--- src/rtl/math_adder_rr_scheduler_016.sv ---
// ============================================================================
// Module   : math_adder_rr_scheduler_016
// Brief    : Round-robin scheduler sharing one Brent-Kung adder among requesters.
// Revision : 1.0 - initial release
// ============================================================================
`default_nettype none

module math_adder_brent_kung_016 #(
    parameter int N = 16
) (
    input  logic [N-1:0] i_a,
    input  logic [N-1:0] i_b,
    input  logic         i_c,
    output logic [N-1:0] o_sum,
    output logic         o_carry
);
    localparam int L = (N > 1) ? $clog2(N) : 1;
    localparam int P = 1 << L;
    localparam int S = 2 * L - 1;

    logic [P-1:0] a_pad;
    logic [P-1:0] b_pad;
    logic [P-1:0] p0;
    logic [P-1:0] g [0:S];
    logic [P-1:0] p [0:S-1];

    always_comb begin
        a_pad        = '0;
        b_pad        = '0;
        a_pad[N-1:0] = i_a;
        b_pad[N-1:0] = i_b;
    end

    // Carry-in is folded into bit 0's generate so the prefix tree yields carries directly.
    assign p0   = a_pad ^ b_pad;
    assign p[0] = p0;
    assign g[0] = (a_pad & b_pad) | {{(P-1){1'b0}}, p0[0] & i_c};

    genvar s, i;
    generate
        for (s = 1; s <= S; s++) begin : g_stage
            for (i = 0; i < P; i++) begin : g_bit
                localparam bit UP   = (s <= L);
                localparam int DIST = UP ? (1 << (s - 1)) : (1 << (2 * L - 1 - s));
                localparam bit ACT  = UP ? (((i + 1) % (2 * DIST)) == 0)
                                         : ((((i + 1) % (2 * DIST)) == DIST) && (i >= 3 * DIST - 1));
                if (ACT) begin : g_op
                    assign g[s][i] = g[s-1][i] | (p[s-1][i] & g[s-1][i-DIST]);
                    if (s < S) begin : g_prop
                        assign p[s][i] = p[s-1][i] & p[s-1][i-DIST];
                    end
                end else begin : g_pass
                    assign g[s][i] = g[s-1][i];
                    if (s < S) begin : g_prop
                        assign p[s][i] = p[s-1][i];
                    end
                end
            end
        end
    endgenerate

    assign o_sum   = p0[N-1:0] ^ {g[S][N-2:0], i_c};
    assign o_carry = g[S][N-1];
endmodule

module math_adder_rr_scheduler_016 #(
    parameter int N       = 16,
    parameter int NUM_REQ = 4
) (
    input  logic                       i_clk,
    input  logic                       i_rst_n,
    input  logic [NUM_REQ-1:0]         i_req_valid,
    output logic [NUM_REQ-1:0]         o_req_ready,
    input  logic [NUM_REQ*N-1:0]       i_req_a,
    input  logic [NUM_REQ*N-1:0]       i_req_b,
    input  logic [NUM_REQ-1:0]         i_req_c,
    output logic                       o_rsp_valid,
    input  logic                       i_rsp_ready,
    output logic [N-1:0]               o_rsp_sum,
    output logic                       o_rsp_carry,
    output logic [$clog2(NUM_REQ)-1:0] o_rsp_id,
    output logic                       o_busy
);
    localparam int IDW = $clog2(NUM_REQ);

    typedef enum logic [1:0] {
        ST_IDLE = 2'd0,
        ST_CALC = 2'd1,
        ST_RESP = 2'd2
    } state_t;

    state_t         state_q, state_d;
    logic [IDW-1:0] ptr_q, ptr_d;
    logic [N-1:0]   op_a_q, op_a_d;
    logic [N-1:0]   op_b_q, op_b_d;
    logic           op_c_q, op_c_d;
    logic [IDW-1:0] op_id_q, op_id_d;
    logic [N-1:0]   rsp_sum_q, rsp_sum_d;
    logic           rsp_carry_q, rsp_carry_d;
    logic [IDW-1:0] rsp_id_q, rsp_id_d;
    logic           rsp_valid_q, rsp_valid_d;
    logic           busy_q, busy_d;

    logic           grant_found;
    logic [IDW-1:0] grant_id;
    int             idx;
    logic [N-1:0]   add_sum;
    logic           add_carry;

    // First valid requester at or above the pointer, wrapping at NUM_REQ-1.
    always_comb begin
        grant_found = 1'b0;
        grant_id    = '0;
        idx         = 0;
        for (int off = 0; off < NUM_REQ; off++) begin
            idx = int'(ptr_q) + off;
            if (idx >= NUM_REQ) begin
                idx = idx - NUM_REQ;
            end
            if (!grant_found && i_req_valid[idx]) begin
                grant_found = 1'b1;
                grant_id    = IDW'(idx);
            end
        end
    end

    assign o_req_ready = (state_q == ST_IDLE && grant_found)
                       ? (NUM_REQ'(1) << grant_id) : '0;

    math_adder_brent_kung_016 #(
        .N (N)
    ) u_adder (
        .i_a     (op_a_q),
        .i_b     (op_b_q),
        .i_c     (op_c_q),
        .o_sum   (add_sum),
        .o_carry (add_carry)
    );

    always_comb begin
        state_d     = state_q;
        ptr_d       = ptr_q;
        op_a_d      = op_a_q;
        op_b_d      = op_b_q;
        op_c_d      = op_c_q;
        op_id_d     = op_id_q;
        rsp_sum_d   = rsp_sum_q;
        rsp_carry_d = rsp_carry_q;
        rsp_id_d    = rsp_id_q;
        rsp_valid_d = rsp_valid_q;
        busy_d      = busy_q;
        case (state_q)
            ST_IDLE: begin
                if (grant_found) begin
                    op_a_d  = i_req_a[grant_id*N +: N];
                    op_b_d  = i_req_b[grant_id*N +: N];
                    op_c_d  = i_req_c[grant_id];
                    op_id_d = grant_id;
                    ptr_d   = (int'(grant_id) == NUM_REQ - 1) ? '0 : grant_id + IDW'(1);
                    state_d = ST_CALC;
                    busy_d  = 1'b1;
                end
            end
            ST_CALC: begin
                rsp_sum_d   = add_sum;
                rsp_carry_d = add_carry;
                rsp_id_d    = op_id_q;
                rsp_valid_d = 1'b1;
                state_d     = ST_RESP;
            end
            ST_RESP: begin
                if (i_rsp_ready) begin
                    rsp_valid_d = 1'b0;
                    busy_d      = 1'b0;
                    state_d     = ST_IDLE;
                end
            end
            default: begin
                rsp_valid_d = 1'b0;
                busy_d      = 1'b0;
                state_d     = ST_IDLE;
            end
        endcase
    end

    always_ff @(posedge i_clk or negedge i_rst_n) begin
        if (!i_rst_n) begin
            state_q     <= ST_IDLE;
            ptr_q       <= '0;
            op_a_q      <= '0;
            op_b_q      <= '0;
            op_c_q      <= 1'b0;
            op_id_q     <= '0;
            rsp_sum_q   <= '0;
            rsp_carry_q <= 1'b0;
            rsp_id_q    <= '0;
            rsp_valid_q <= 1'b0;
            busy_q      <= 1'b0;
        end else begin
            state_q     <= state_d;
            ptr_q       <= ptr_d;
            op_a_q      <= op_a_d;
            op_b_q      <= op_b_d;
            op_c_q      <= op_c_d;
            op_id_q     <= op_id_d;
            rsp_sum_q   <= rsp_sum_d;
            rsp_carry_q <= rsp_carry_d;
            rsp_id_q    <= rsp_id_d;
            rsp_valid_q <= rsp_valid_d;
            busy_q      <= busy_d;
        end
    end

    assign o_rsp_valid = rsp_valid_q;
    assign o_rsp_sum   = rsp_sum_q;
    assign o_rsp_carry = rsp_carry_q;
    assign o_rsp_id    = rsp_id_q;
    assign o_busy      = busy_q;
endmodule

`default_nettype wire

--- config.mk ---
export PLATFORM = sky130hd
export DESIGN_NAME = math_adder_rr_scheduler_016
export DESIGN_NICKNAME = d
export VERILOG_FILES = /design/src/rtl/math_adder_rr_scheduler_016.sv
export SDC_FILE = /design/constraint.sdc
export NUM_CORES = 1
export LEC_CHECK = 0
export BUFFER_PORTS_ARGS = -buffer_cell sky130_fd_sc_hd__buf_2
export CAP_MARGIN = 10
export CORE_ASPECT_RATIO = 2
export CORE_UTILIZATION = 40
export CTS_CLUSTER_SIZE = 14
export DETAILED_ROUTE_END_ITERATION = 7
export HOLD_SLACK_MARGIN = 0.1
export PLACE_DENSITY = 0.69
export SYNTH_ARGS = -nofsm -noshare
export SYNTH_HDL_FRONTEND = slang
export SYNTH_SLANG_ARGS = --single-unit
--- constraint.sdc ---
create_clock -name i_clk -period 3.6 [get_ports i_clk]
set_input_delay 0.54 -clock i_clk [delete_from_list [all_inputs] [get_ports i_clk]]
set_output_delay 0.54 -clock i_clk [all_outputs]
set_load 0.01 [all_outputs]
### Word-level counts from Yosys, hierarchy flattened

Index checks and enable logic that the tools add are counted.

| word-level totals | value |
|---|---|
| bits in registers | 60 |
| bits of input ports | 139 |
| output and inout port bits | 25 |
| logic and storage cells | 153 |

| cells by class | value |
|---|---|
| add/subtract/negate cells | 8 |
| $lt $le $gt $ge | 9 |
| equal/unequal tests | 5 |
| shifts and indexed selects | 3 |
| muxes and demuxes | 35 |
| bitwise logic cells | 70 |
| reduce and logical (&&, ||, !) cells | 12 |

Operator list:

| kind | count |
|---|---|
| < comparator 32 x 4 -> 1 bit (second input constant) | 4 |
| two-way mux 32 bit | 4 |
| indexed part select 64 x 7 -> 16 bit | 2 |
| AND 1 bit | 38 |
| bitwise XOR 16 bit | 2 |
| OR 1 bit | 26 |
| AND 16 bit | 1 |
| OR 16 x 1 -> 16 bit | 1 |
| two-way mux 1 bit | 15 |
| two-way mux 2 bit | 7 |
| subtractor 3 x 3 -> 4 bit (second input constant) | 3 |
| binary-select mux 1 bit (select 2 bit) | 5 |
| greater-or-equal comparator 3 bit (second input constant) | 3 |
| adder 2 x 2 -> 3 bit (second input constant) | 2 |
| one-hot mux 1 bit (3 select lines) | 2 |
| one-hot mux 2 bit (3 select lines) | 1 |
| AND reduction 2 bit | 3 |
| equality test 2 x 1 -> 1 bit (second input constant) | 2 |
| logical AND 1 bit | 4 |
| two-way mux 4 bit | 1 |
| != test 2 bit (second input constant) | 2 |
| left shift 1 x 2 -> 4 bit (first input constant) | 1 |
| subtractor 2 x 3 -> 4 bit (second input constant) | 1 |
| adder 2 x 1 -> 3 bit (second input constant) | 1 |
| other kinds (8) | 11 |

### Longest topological paths before layout

| depth | value |
|---|---|
| depth after elaboration | 17 |
| mapped depth | 12 |
| gate-level depth less buffers | 12 |

### Cells and area by module

From an unflattened synthesis, not the netlist that was laid out.

| unflattened totals | value |
|---|---|
| cell total of the unflattened synthesis | 387 |
| area total of the unflattened synthesis | 4051.4 um^2 |

Modules (own cells, without submodules):

| module | instances | cells each | area each (um^2) | sequential area each (um^2) |
|---|---|---|---|---|
| math_adder_rr_scheduler_016 | 1 | 315 | 3400.8 | 1501.4 |
| math_adder_brent_kung_016 | 1 | 72 | 650.6 | 0.0 |

### Worst setup path before layout

OpenSTA, ideal clock, no wires.

| timing | value |
|---|---|
| kind | flip-flop to flip-flop |
| from | reg op_a_q[0] |
| to | reg rsp_sum_q[11], in the netlist o_rsp_sum[11] |
| setup time | 0.134 ns |
| arrival time | 2.653 ns |
| data required time | 3.466 ns |
| setup slack | 0.813 ns |
| stages on the path, launching flop included | 13 |
| path buffers | 0 |
| period minus slack after synthesis | 2.787 ns |
| cells stage by stage | dfrtp_1 inv_1 fa_1 inv_1 fa_1 a21o_1 a21o_1 a211o_1 a21boi_0 a31o_2 fa_1 xnor2_1 o21ai_0 |

| between the ends | value |
|---|---|
| cells in the longest elaborated chain, start to end | 14 |
| elaborated cells between the ends (all ways) | 15 |
| classes of those cells | 15 x bitwise |

Ends and longest elaborated chain:

| item | RTL line | RTL |
|---|---|---|
| start, declared | 94 | `logic [N-1:0] op_a_q, op_a_d;` |
| start signal, assigned | 202 | `op_a_q <= op_a_d;` |
| bitwise XOR 16 bit | 35 | `assign p0 = a_pad ^ b_pad;` |
| AND 1 bit | 37 | `assign g[0] = (a_pad & b_pad) \| {{(P-1){1'b0}}, p0[0] & i_c};` |
| OR 16 x 1 -> 16 bit * | 37 |  |
| AND 1 bit * | 48 | `assign g[s][i] = g[s-1][i] \| (p[s-1][i] & g[s-1][i-DIST]);` |
| OR 1 bit * | 48 |  |
| AND 1 bit * | 48 |  |
| OR 1 bit * | 48 |  |
| AND 1 bit * | 48 |  |
| OR 1 bit * | 48 |  |
| AND 1 bit * | 48 |  |
| OR 1 bit * | 48 |  |
| AND 1 bit * | 48 |  |
| OR 1 bit * | 48 |  |
| bitwise XOR 16 bit * | 62 | `assign o_sum = p0[N-1:0] ^ {g[S][N-2:0], i_c};` |
| end signal, assigned | 206 | `rsp_sum_q <= rsp_sum_d;` |
| end, declared | 98 | `logic [N-1:0] rsp_sum_q, rsp_sum_d;` |

Every way passes the cells marked *; elsewhere a longest branch is shown, timed or not.
A chain may end at the register's enable or synchronous reset.

### Worst setup path in the final report

Same ends and word-level chain as after synthesis.

==> results.md <==
* Synth Net Count at 465
* Drt pass-1 iters at 4
* CTS Buffer Depth at 2
* Area share of the leading cell type in the synthesized netlist at 38.1%
* Die height at 142 um
* GRT Total Usage at 18.2%
* Post-DRT Antenna Nets at 0
* DR WL/cell at 15.0 um
* Power Density at 920 mW/mm^2
* Final-report setup violation count at 0
* Via count at 2,949
* Synth warn at 0
* Post-CTS setup buffer count at 0
* #FFs+latches synth at 60
* Cts bufs inserted at 9
* Number of synthesized flops with an enable pin at 0
* H-Tree Depth at 3
* Hpwl dp at 7.29 mm
* Residual DRC at 0
* Initial DRC Count at 120
* Fmax at 0.335 GHz
* Final Cell Area at 0.00508 sq mm
* DIE WIDTH at 72.2 um
* Top_reg_cell synth: dfrtp_1
* Ant diodes at 0
* Asr flop ratio synth at 100%
* Initial antenna violation count at 0
* Post-route minimum period at 2.98 ns
* Initial Util at 41.7%
* Post-synthesis sequential area ratio at 38.1%
* Hold WC Path Type: in -> async
* Pins Over Slew Limit at 0
* IO Port Bufs at 163
* Post-CTS sizing at 0
* Vias in the first global route at 3,187
* Max VDD drop at 0.423 mV
* Slew @ Worst Pin at 1.06 ns
* Final Wtd Congestion at 0.774
* Hold Vio Cnt, Final at 0
* Vias/cell at 4.96
* Crit-path cells: inv_1, fa_1, inv_1, fa_1, a21o_1, a21o_1, a211o_1, a21boi_0, a31o_2, fa_1, xnor2_1, o21ai_0
* I/O pin count at 164
* Fin nets at 628
* Synthesized netlist cell count at 299
* Syn avg cell area at 13.2 sq um
* Worst endpoint required time at 3.75 ns
* Core footprint at 0.00945 sq mm
* Crit-path max FO at 3
* Final Cycle Share at 82.8%
* Worst-Skew Late Latency at 0.33 ns
* CP Launch Type: flip-flop
* Status: finished clean
* CP endpoint kind: flip-flop
* Setup TNS at 0 ns
* First-pass GRT wire length at 14.2 mm
* Post-synth top cells: dfrtp_1, nand2_1, mux4_2
* Clk sink count at 60
* Cell Area, Synth at 0.00394 sq mm
* Area after DPL at 0.00484 sq mm
* WL final at 8.92 mm
* Clk slew on worst S/H paths at 0.05 ns
* Rel. slew slack at 29.1%
* Yosys top cell by area: dfrtp_1
* Top-count cell post-synth: dfrtp_1
* Root Buffer: clkbuf_16
* Grt ovf at 0
* Share of cells above drive strength 1 at 54.3%
* Cell variety after synth at 38
* Type of the worst setup path: reg -> reg
* Clock Skew at 0.00586 ns
* Area of the multi-input gates at 0.00225 sq mm
* Largest net degree at the start of global routing at 44
* Register area at 0.00150 sq mm
* Total of max-cap violations at 0
* Layout area overhead at 29.0%
* Leakage power at 2.53 nW
* Unrepaired setup endpoints after global routing: no
* Number of fill cells at 840
* CP max-delay cell: dfrtp_1
* Full die area at 0.0103 sq mm
* TritonCTS clock tree: done
* Hold_buf cts at 0
* Crit-path max cell delay at 0.37 ns
* Synth area leaders: dfrtp_1, mux4_2, mux2_4
* FP Rows at 50
* Crit path DAT at 3.14 ns
* Top cell by count, worst path: fa_1
==> state kept, by name, indices dropped and copies added, names as in the netlist <==
signal / count
state_q: 2
o_rsp_valid: 1
op_b_q: 16
o_rsp_sum: 16
o_rsp_id: 2
ptr_q: 2
o_busy: 1
o_rsp_carry: 1
op_c_q: 1
op_a_q: 16
op_id_q: 2
==> routing by layer <==
metal	up-vias	GRT usage, %	part of all wire, %
met3	17	2.90	4.0
met2	92	34.6	58
met5	-	0	0
met1	1428	18.6	35
li1	1412	-	-
met4	0	8.88	2.7
==> worst max-delay path, delay by kind of cell (launching register included) <==
kind            cells  cell delay, ns
compound gates      6            1.24
fa+ha+maj           3            0.90
flops               1            0.37
xor+xnor            1            0.16
buf+inv             2            0.13
==> power by group <==
| part | total, mW | switching (mW) | internal, mW |
|---|---|---|---|
| clock network | 0.710 | 0.259 | 0.452 |
| logic | 2.67 | 1.24 | 1.43 |
| registers | 1.29 | 0.254 | 1.04 |
| total | 4.68 | 1.75 | 2.93 |
==> final timing paths <==
kind                            cells past startpoint                   endpoint                    from  slack (ns)
max in group asynchronous                           2    o_rsp_valid$_DFFE_PN0P_                 i_rst_n        2.59
worst max register to register                     12  o_rsp_sum[11]$_DFFE_PN0P_   op_a_q[0]$_DFFE_PN0P_        0.62
worst min register to register                      2    o_rsp_id[0]$_DFFE_PN0P_  op_id_q[0]$_DFFE_PN0P_        0.46
min in group i_clk                                  2    o_rsp_id[0]$_DFFE_PN0P_  op_id_q[0]$_DFFE_PN0P_        0.46
worst min-delay path                                1     op_b_q[13]$_DFFE_PN0P_                 i_rst_n        0.13
worst max-delay path                               12  o_rsp_sum[11]$_DFFE_PN0P_   op_a_q[0]$_DFFE_PN0P_        0.62
==> cells by family (layout without fill, tap and decap cells) <==
family,Yosys count,in the layout,synth area share (%)
flops,60,60,38.1
fa+ha+maj,27,27,10.3
mux,69,69,31.2
simple gates,60,60,6.67
buf+inv,34,199,5.33
compound gates,42,42,6.89
xor+xnor,7,7,1.56
==> per-stage QoR <==
step / std cells / setup slack, ns / total power [mW] / utilization [%] / hold slack [ns]
2_1_floorplan: 299 / 0.813 / 3.39 / - / 0.244
3_3_place_gp: 581 / 0.655 / 3.92 / 51.3 / 0.447
3_5_place_dp: 581 / 0.616 / 4.01 / 51.3 / 0.456
4_1_cts: 594 / 0.604 / 4.76 / 53.8 / 0.131
5_1_grt: 594 / 0.414 / 5.07 / 53.8 / 0.158
6_report: 594 / 0.618 / 4.68 / 53.8 / 0.133
==> layout make-up <==
| type | instances | area share [%] |
|---|---|---|
| Clock buffer | 13 | 4.73 |
| Inverter | 17 | 1.26 |
| Timing Repair Buffer | 169 | 16.9 |
| Multi-Input combinational cell | 205 | 44.4 |
| Tap cell | 130 | 3.20 |
| Sequential cell | 60 | 29.5 |
==> layout by cell type, fill, tap and decap left out, types with 2 or more instances in the layout <==
cell type	instances
dfrtp_1	60
a21oi_1	7
nor2b_1	2
buf_2	163
a21boi_0	3
inv_1	17
nand2_1	39
xor2_1	2
a211o_1	2
mux2_4	20
nand2b_1	2
nor2_1	9
clkbuf_16	9
xnor2_1	5
o21a_1	2
mux4_2	32
and2_1	4
buf_4	6
a21o_1	5
o21ai_0	14
fa_1	9
clkbuf_1	4
mux2_2	16
ha_1	18
Note: power is estimated with default switching activity, not from simulation.
